## config.mk

```make
export PLATFORM = sky130hd
export DESIGN_NAME = multi_digit_7seg_flat
export DESIGN_NICKNAME = d
export VERILOG_FILES = /design/src/rtl/multi_digit_7seg_if.sv /design/src/rtl/multi_digit_7seg.sv /design/src/flat_wrapper.sv
export SDC_FILE = /design/constraint.sdc
export NUM_CORES = 1
export LEC_CHECK = 0
export CAP_MARGIN = 10
export CORE_ASPECT_RATIO = 0.7
export CORE_UTILIZATION = 50
export CTS_CLUSTER_DIAMETER = 30
export DETAILED_ROUTE_END_ITERATION = 6
export PLACE_DENSITY = 0.78
export SYNTH_ARGS = -nofsm -noshare
export SYNTH_HDL_FRONTEND = slang
export SYNTH_SLANG_ARGS = --single-unit
```

## constraint.sdc

```tcl
create_clock -name clk_1k -period 2.3 [get_ports clk_1k]
set_input_delay 0.345 -clock clk_1k [delete_from_list [all_inputs] [get_ports clk_1k]]
set_output_delay 0.345 -clock clk_1k [all_outputs]
set_load 0.01 [all_outputs]
```

## src/rtl/multi_digit_7seg_if.sv

```systemverilog
// Purpose : display-side signal bundle for multi_digit_7seg (BCD value in, segment/anode drive out).
// Ports   : value/blank_lz/blink_en flow master->slave; seg/an/frame_done flow slave->master.
// Modports: master = the block feeding digits (e.g. a bench or CPU regs); slave = the display driver.
interface multi_digit_7seg_if #(
  parameter int NUM_DIGITS = 4
);
  logic [4*NUM_DIGITS-1:0] value;       // packed BCD, nibble k -> digit k
  logic                    blank_lz;    // leading-zero blanking enable
  logic [NUM_DIGITS-1:0]   blink_en;    // per-digit blink enable
  logic [6:0]              seg;         // active-low {g,f,e,d,c,b,a}
  logic [NUM_DIGITS-1:0]   an;          // active-low digit enables
  logic                    frame_done;  // one-cycle pulse after each frame wrap

  modport master (
    output value, blank_lz, blink_en,
    input  seg, an, frame_done
  );

  modport slave (
    input  value, blank_lz, blink_en,
    output seg, an, frame_done
  );
endinterface

```

## src/rtl/multi_digit_7seg.sv

```systemverilog
// Purpose : time-multiplexed N-digit 7-segment driver with leading-zero blanking and per-digit blink.
// Latency : seg/an/frame_done are registered, one clk_1k cycle after the scan index/shadow they reflect.
// Backpressure: none; scan and blink counters free-run and never stall.
// Ports   : clk_1k (sole clock), rst_n (sync, active-low), disp (slave modport: value, blank_lz,
//           blink_en in; seg, an, frame_done out).
module multi_digit_7seg #(
  parameter int NUM_DIGITS = 4,    // 2..8
  parameter int SCAN_DIV   = 1,    // 1..1024 clk_1k cycles per digit slot
  parameter int BLINK_DIV  = 500   // 2..65535 clk_1k cycles per blink half-period
) (
  input  logic              clk_1k,
  input  logic              rst_n,
  multi_digit_7seg_if.slave disp
);

  localparam int DW = (SCAN_DIV > 1) ? $clog2(SCAN_DIV) : 1;
  localparam int IW = $clog2(NUM_DIGITS);
  localparam int BW = $clog2(BLINK_DIV);
  localparam int VW = 4 * NUM_DIGITS;

  localparam logic [DW-1:0] DIV_LAST   = DW'(SCAN_DIV - 1);
  localparam logic [IW-1:0] IDX_LAST   = IW'(NUM_DIGITS - 1);
  localparam logic [BW-1:0] BLINK_LAST = BW'(BLINK_DIV - 1);

  logic [DW-1:0]         r_div_cnt;
  logic [IW-1:0]         r_idx;
  logic [BW-1:0]         r_blink_cnt;
  logic                  r_blink_phase;
  logic [VW-1:0]         r_shadow;
  logic [6:0]            r_seg;
  logic [NUM_DIGITS-1:0] r_an;
  logic                  r_frame_done;

  logic                  w_scan_tick;
  logic                  w_frame_wrap;
  logic                  w_blink_wrap;
  logic                  w_zero_run;
  logic [NUM_DIGITS-1:0] w_lz_blank;
  logic [3:0]            w_nibble;
  logic                  w_digit_blank;
  logic [6:0]            w_seg_code;
  logic [NUM_DIGITS-1:0] w_an_next;

  assign w_scan_tick  = (r_div_cnt == DIV_LAST);
  assign w_frame_wrap = w_scan_tick && (r_idx == IDX_LAST);
  assign w_blink_wrap = (r_blink_cnt == BLINK_LAST);

  // Walk from the most significant digit down: a digit is a leading zero while
  // every nibble from it upward is zero. Digit 0 always stays lit.
  always_comb begin
    w_zero_run = 1'b1;
    w_lz_blank = '0;
    for (int k = NUM_DIGITS - 1; k >= 0; k--) begin
      w_zero_run    = w_zero_run & (r_shadow[4*k +: 4] == 4'd0);
      w_lz_blank[k] = disp.blank_lz & w_zero_run & (k != 0);
    end
  end

  assign w_nibble = r_shadow[{r_idx, 2'b00} +: 4];

  // Blink enables are used live so software can start/stop blinking without
  // waiting for a frame boundary.
  assign w_digit_blank = w_lz_blank[r_idx] | (disp.blink_en[r_idx] & r_blink_phase);

  assign w_an_next = ~(NUM_DIGITS'(1) << r_idx);

  always_comb begin
    w_seg_code = 7'h3F;  // A..F show a dash
    case (w_nibble)
      4'd0:    w_seg_code = 7'h40;
      4'd1:    w_seg_code = 7'h79;
      4'd2:    w_seg_code = 7'h24;
      4'd3:    w_seg_code = 7'h30;
      4'd4:    w_seg_code = 7'h19;
      4'd5:    w_seg_code = 7'h12;
      4'd6:    w_seg_code = 7'h02;
      4'd7:    w_seg_code = 7'h78;
      4'd8:    w_seg_code = 7'h00;
      4'd9:    w_seg_code = 7'h10;
      default: w_seg_code = 7'h3F;
    endcase
  end

  always_ff @(posedge clk_1k) begin
    if (!rst_n) begin
      r_div_cnt     <= '0;
      r_idx         <= '0;
      r_blink_cnt   <= '0;
      r_blink_phase <= 1'b0;
      r_shadow      <= '0;
      r_seg         <= 7'h7F;
      r_an          <= '1;
      r_frame_done  <= 1'b0;
    end else begin
      r_div_cnt <= w_scan_tick ? '0 : r_div_cnt + 1'b1;
      if (w_scan_tick) begin
        r_idx <= (r_idx == IDX_LAST) ? '0 : r_idx + 1'b1;
      end
      // Only capture at the frame boundary so one frame never mixes two values.
      if (w_frame_wrap) begin
        r_shadow <= disp.value;
      end
      r_blink_cnt <= w_blink_wrap ? '0 : r_blink_cnt + 1'b1;
      if (w_blink_wrap) begin
        r_blink_phase <= ~r_blink_phase;
      end
      // A blanked slot keeps its time but lights nothing.
      r_seg        <= w_digit_blank ? 7'h7F : w_seg_code;
      r_an         <= w_digit_blank ? '1 : w_an_next;
      r_frame_done <= w_frame_wrap;
    end
  end

  assign disp.seg        = r_seg;
  assign disp.an         = r_an;
  assign disp.frame_done = r_frame_done;

endmodule

```

## src/flat_wrapper.sv

```systemverilog
// flat-port wrapper written by rule: the top's interface ports become plain ports
module multi_digit_7seg_flat 
#(
  parameter int NUM_DIGITS = 4,           
  parameter int SCAN_DIV   = 1,                                           
  parameter int BLINK_DIV  = 500                                                  
)
  (clk_1k, rst_n, disp_value, disp_blank_lz, disp_blink_en, disp_seg, disp_an, disp_frame_done);
  multi_digit_7seg_if #(.NUM_DIGITS(NUM_DIGITS)) disp_i ();
  input  logic clk_1k;
  input  logic rst_n;
  input wire logic [$bits(disp_i.value)-1:0] disp_value;
  input wire logic [$bits(disp_i.blank_lz)-1:0] disp_blank_lz;
  input wire logic [$bits(disp_i.blink_en)-1:0] disp_blink_en;
  output wire logic [$bits(disp_i.seg)-1:0] disp_seg;
  output wire logic [$bits(disp_i.an)-1:0] disp_an;
  output wire logic [$bits(disp_i.frame_done)-1:0] disp_frame_done;
  assign disp_i.value = disp_value;
  assign disp_i.blank_lz = disp_blank_lz;
  assign disp_i.blink_en = disp_blink_en;
  assign disp_seg = disp_i.seg;
  assign disp_an = disp_i.an;
  assign disp_frame_done = disp_i.frame_done;
  multi_digit_7seg #(.NUM_DIGITS(NUM_DIGITS), .SCAN_DIV(SCAN_DIV), .BLINK_DIV(BLINK_DIV)) u_core (.clk_1k(clk_1k), .rst_n(rst_n), .disp(disp_i));
endmodule
```

# Yosys cells after proc, flatten, opt, wreduce, memory -nomap -nowiden
# Memories as Yosys holds them, arrays and structs flattened. A register that Yosys moved wholly into a read port is not among the register bits.
# Index checks and enable logic that the tools add are counted.
totals:
  register_bits: 34
  rom_bits: 112
  input_bits: 23
  out_inout_bits: 12
  elab_cells: 39
  memories: 1
memory_table:
  columns: ["memory", "words", "word_bits", "read_ports", "rd_ports_with_merged_regs", "write_ports", "line_no", "rtl"]
  rows:
  - ["(no name shown)", 16, 7, 1, 1, 0, "multi_digit_7seg.sv:69", "case (w_nibble)"]
classes:
  add_sub_neg: 3
  magnitude_cmp: 1
  n_eq_ne: 2
  shift: 2
  muxes: 5
  bitwise: 11
  n_reduce_logical: 7
ops:
  columns: ["op", "count"]
  rows:
  - ["$shiftx A16 B5 Y4", 1]
  - ["$logic_not A4 Y1", 3]
  - ["$add A9 B1 Y9 const B", 1]
  - ["$eq A9 B9 Y1 const B", 1]
  - ["$and A1 B1 Y1", 6]
  - ["$bmux W1 S2", 2]
  - ["$not A4 Y4", 1]
  - ["$reduce_or A2 Y1", 2]
  - ["$shl A1 B2 Y4 const A", 1]
  - ["$lt A2 B3 Y1 const B", 1]
  - ["$not A1 Y1", 3]
  - ["$add A2 B1 Y2 const B", 1]
  - ["$eq A2 B2 Y1 const B", 1]
  - ["$mux W1", 2]
  - ["$mux W2", 1]
  - ["$reduce_and A2 Y1", 1]
  - ["$add A1 B1 Y1 const B", 1]
  - ["$logic_and A1 B1 Y1", 1]
  - ["$or A1 B1 Y1", 1]

# Longest topological paths before layout
logic_depth:
  word_depth: 8
  depth_mapped: 8
  mapped_depth_nobuf: 7

# Worst setup path after synthesis
# No wires, ideal clock.
synth_timing:
  path_kind: "reg-to-reg"
  start: "register u_core.r_idx[1]"
  end: "register u_core.r_seg[5] (netlist: u_core.disp.seg[5])"
  setup_time_ns: 0.120
  t_arrival_ns: 1.614
  t_required_ns: 2.180
  setup_slack_ns: 0.565
  stages_incl_launch_ff: 8
  path_buffers: 1
  period_less_slack_ns: 1.735
  path_cell_list: "dfxtp_1 buf_6 mux4_2 inv_1 ha_1 nor2_1 nor3_1 o21ai_1"
synth_between:
  elab_chain_len: 5
  word_cells_on_any_way: 8
  cone_classes: "shift: 1; mux: 4; bitwise: 2; reduce/logical: 1"
synth_rtl:
  columns: ["item", "line_no", "rtl"]
  rows:
  - ["from (decl)", "multi_digit_7seg.sv:26", "logic [IW-1:0] r_idx;"]
  - ["from (signal assigned)", "multi_digit_7seg.sv:97", "r_idx <= (r_idx == IDX_LAST) ? '0 : r_idx + 1'b1;"]
  - ["$bmux W1 S2", "multi_digit_7seg.sv:63", "assign w_digit_blank = w_lz_blank[r_idx] | (disp.blink_en[r_idx] & r_blink_phase);"]
  - ["$mux W1 (not written as such)", "multi_digit_7seg.sv:63", null]
  - ["$and A1 B1 Y1", "multi_digit_7seg.sv:63", null]
  - ["$or A1 B1 Y1", "multi_digit_7seg.sv:63", null]
  - ["$reduce_or A2 Y1 (no line)", null, null]
  - ["to (decl)", "multi_digit_7seg.sv:30", "logic [6:0] r_seg;"]
# Parallel ways exist; a longest one is shown, timed or not. The select of a mux whose other input is x is not followed.
# A chain may end at the register's enable or synchronous reset.

# Worst setup path after layout
layout_timing:
  start: "register u_core.r_idx[0]"
  end: "register u_core.r_seg[3] (netlist: u_core.disp.seg[3])"
# Same word-level chain as after synthesis.

==> qor.csv <==
stage,metric,value,unit
clock_tree,TritonCTS buffer count,5,
placed_design,GP Congestion,0.820,
sta,count of final setup violators,0,
yosys,ys flop type,dfxtp_1,
power,Peak VDD IR,0.623,mV
critical_path,largest fanout on the critical path,11,
power,switching portion of total power,23.0,%
sta,clk_skew,3.70,ps
floorplanning,Die ar.,0.00366,mm2
clock_tree,Worst-path clk slew,70,ps
grt,largest net degree at the start of global routing,18,
cells_and_area,Inserted Diodes,0,
routing,TritonRoute pass-1 iters,4,
sta,post-layout min period,1920,ps
clock_tree,CTS tree,yes,
placed_design,DPL Wire Length,2610,um
cells_and_area,fin nets,230,
run_status,status,completed,
grt,first-pass GRT wire length,5710,um
critical_path,CP Class,reg -> reg,
sta,Final Hold Viols,0,
yosys,sequential fraction of the synthesis area,48.0,%
floorplanning,row count,17,
power,power per cell area,635,mW/mm2
cells_and_area,area grow syn2layout,25.8,%
critical_path,CP Launch Type,flop,
sta,Relative slew margins,64.6,%
sta,RSZ-0062 raised after global routing,no,
routing,metal3 WL,154,um
critical_path,Setup crit end kind,flop,
grt,initial antenna violation count,0,
power,Tot Pwr,1.37,mW
placed_design,IO buf count,34,
grt,vias in the first global route,1285,
yosys,"Cell Area, Synth",0.00171,mm2
clock_tree,# Post-CTS Setup Buffers,0,
yosys,syn nets,195,
sta,Setup TNS,0,ps
cells_and_area,"commonest non-fill, non-tap cells in the layout","dfxtp_1 (41), clkdlybuf4s50_1 (34), nor2_1 (16), a22o_1 (16), nand2_1 (11)",
floorplanning,core box area,0.00321,mm2
routing,Post-Route WL,3400,um
routing,routed length on met2,1510,um
sta,Max Freq,521,MHz
cells_and_area,"most common cell after layout, fill and taps aside",dfxtp_1,
grt,GRT Overall Usage,21.4,%
clock_tree,Post-CTS Resized,0,
yosys,Synth async-reset ratio,0,%
floorplanning,die height,50.9,um
power,Flop pwr share,55.8,%
power,Leak,0.832,nW
clock_tree,worst skew pair latency,290,ps
routing,via count,1296,
sta,measured slew at the worst slew-check pin,531,ps
clock_tree,htree depth,2,
clock_tree,CTS Root Cell,clkbuf_8,
yosys,Synth Area per Inst,10.6,um2
clock_tree,hold buffer count at CTS,0,
grt,grt ovf,0,
power,internal power,1.05,mW
yosys,Post-synth EDFFs,0,
floorplanning,DIE WIDTH,71.9,um
routing,DRT iter0 DRCs,54,
floorplanning,initial core utilization,53.2,%
yosys,cell count after synthesis,162,
clock_tree,number of clock sinks,41,
power,clock power share,32.6,%
floorplanning,Top-Level Pins,35,
routing,DRC,0,
routing,Metal-1 WL,1650,um
yosys,Yosys reg bits,41,
power,Psw,0.314,mW
clock_tree,Bufs on Longest Clock Path,2,
routing,ANT nets after route,0,
routing,Avg WL per Cell,13.9,um
run,max-capacitance violation count,0,
sta,crit share post-route,83.4,%
yosys,synth warn,0,
min_path,worst hold path class,reg -> reg,
routing,drt via density,5.29,
cells_and_area,final core utilization,66.9,%
routing,highest metal used,met4,
critical_path,worst endpoint required time,2460,ps
critical_path,CP Data Arrival Time,2080,ps
cells_and_area,share of layout cells above drive strength 1,7.58,%
power,Comb pwr share,11.6,%
sta,Final Max Tran Viols,0,
yosys,count of different cell masters after synthesis,35,
[power groups by stage]
stage          combinational [mW]  sequential, mW  clock (mW)
2_1_floorplan              0.0761           0.777           0
3_3_place_gp                0.153           0.777           0
3_5_place_dp                0.159           0.779           0
4_1_cts                     0.159           0.762       0.457
5_1_grt                     0.172           0.767       0.488
6_report                    0.158           0.762       0.445
[through the flow]
| stage | hold slack, ps | cells | worst slack (ps) | area [um2] |
|---|---|---|---|---|
| global route | 497 | 245 | 239 | 2150 |
| finish | 471 | 245 | 382 | 2150 |
| CTS | 474 | 245 | 376 | 2150 |
| floorplan | 426 | 162 | 565 | 1710 |
| detailed placement | 457 | 237 | 334 | 2070 |
| global placement | 444 | 237 | 407 | 2070 |
[worst max-delay path, stage by stage (launching register included)]
cell and delay [ps]:
dfxtp_1 610, mux4_2 580, nand2_1 90, o311a_1 380, nand3_1 120
[final timing paths]
path / startpoint / end / slack, ps / depth (start not counted)
worst min-delay path: u_core.r_blink_cnt[0] / u_core.r_blink_cnt[0] / 470 / 1
worst max register to register: u_core.r_idx[0] / u_core.disp.seg[3] / 380 / 4
worst min register to register: u_core.r_blink_cnt[0] / u_core.r_blink_cnt[0] / 470 / 1
worst max-delay path: u_core.r_idx[0] / u_core.disp.seg[3] / 380 / 4
[sequential cells by signal (all words and copies together) (netlist names)]
name,count
u_core.disp.an,4
u_core.disp.frame_done,1
u_core.disp.seg,7
u_core.r_blink_cnt,9
u_core.r_blink_phase,1
u_core.r_div_cnt,1
u_core.r_idx,2
u_core.r_shadow,16
[layer usage]
metal / vias to the layer above / global-route usage (%)
li1: 636 / -
met1: 622 / 27.2
met2: 30 / 31.9
met3: 8 / 7.89
met4: 0 / 11.4
met5: - / 0
[cell type report]
cell class	instances	area [um2]
clock buffer	8	80.1
inverter	8	30.0
tap	47	58.8
multi-input combinational	105	805
timing repair buffer	36	355
fill	252	1060
sequential	41	821
[cells in the mapped netlist, types with 2 or more instances]
master | instances | area, um2
dfxtp_1 | 41 | 821
a22o_1 | 16 | 140
nor2_1 | 16 | 60.1
nand2_1 | 11 | 41.3
ha_1 | 10 | 125
inv_1 | 8 | 30.0
mux4_2 | 5 | 113
xnor2_1 | 5 | 43.8
buf_2 | 4 | 20.0
nand3_1 | 4 | 20.0
o21ai_1 | 4 | 20.0
xor2_1 | 4 | 35.0
a21oi_1 | 3 | 15.0
and3_1 | 3 | 18.8
nor4_1 | 3 | 18.8
buf_6 | 2 | 22.5
nand4_1 | 2 | 12.5
nor2b_1 | 2 | 12.5
nor3_1 | 2 | 10.0
o21ai_0 | 2 | 10.0
[logic make-up after synthesis]
logic type | after synthesis | synth area share [%]
xor gates and xnor gates | 9 | 4.61
muxes | 6 | 7.17
DFF | 41 | 48.0
buffers and inverters | 16 | 4.90
and+or+nand+nor | 50 | 14.8
adders and majority gates | 10 | 7.32
AOI/OAI and AO/OA | 29 | 13.0
other | 1 | 0.219
Note: power is estimated with default switching activity, not from simulation.
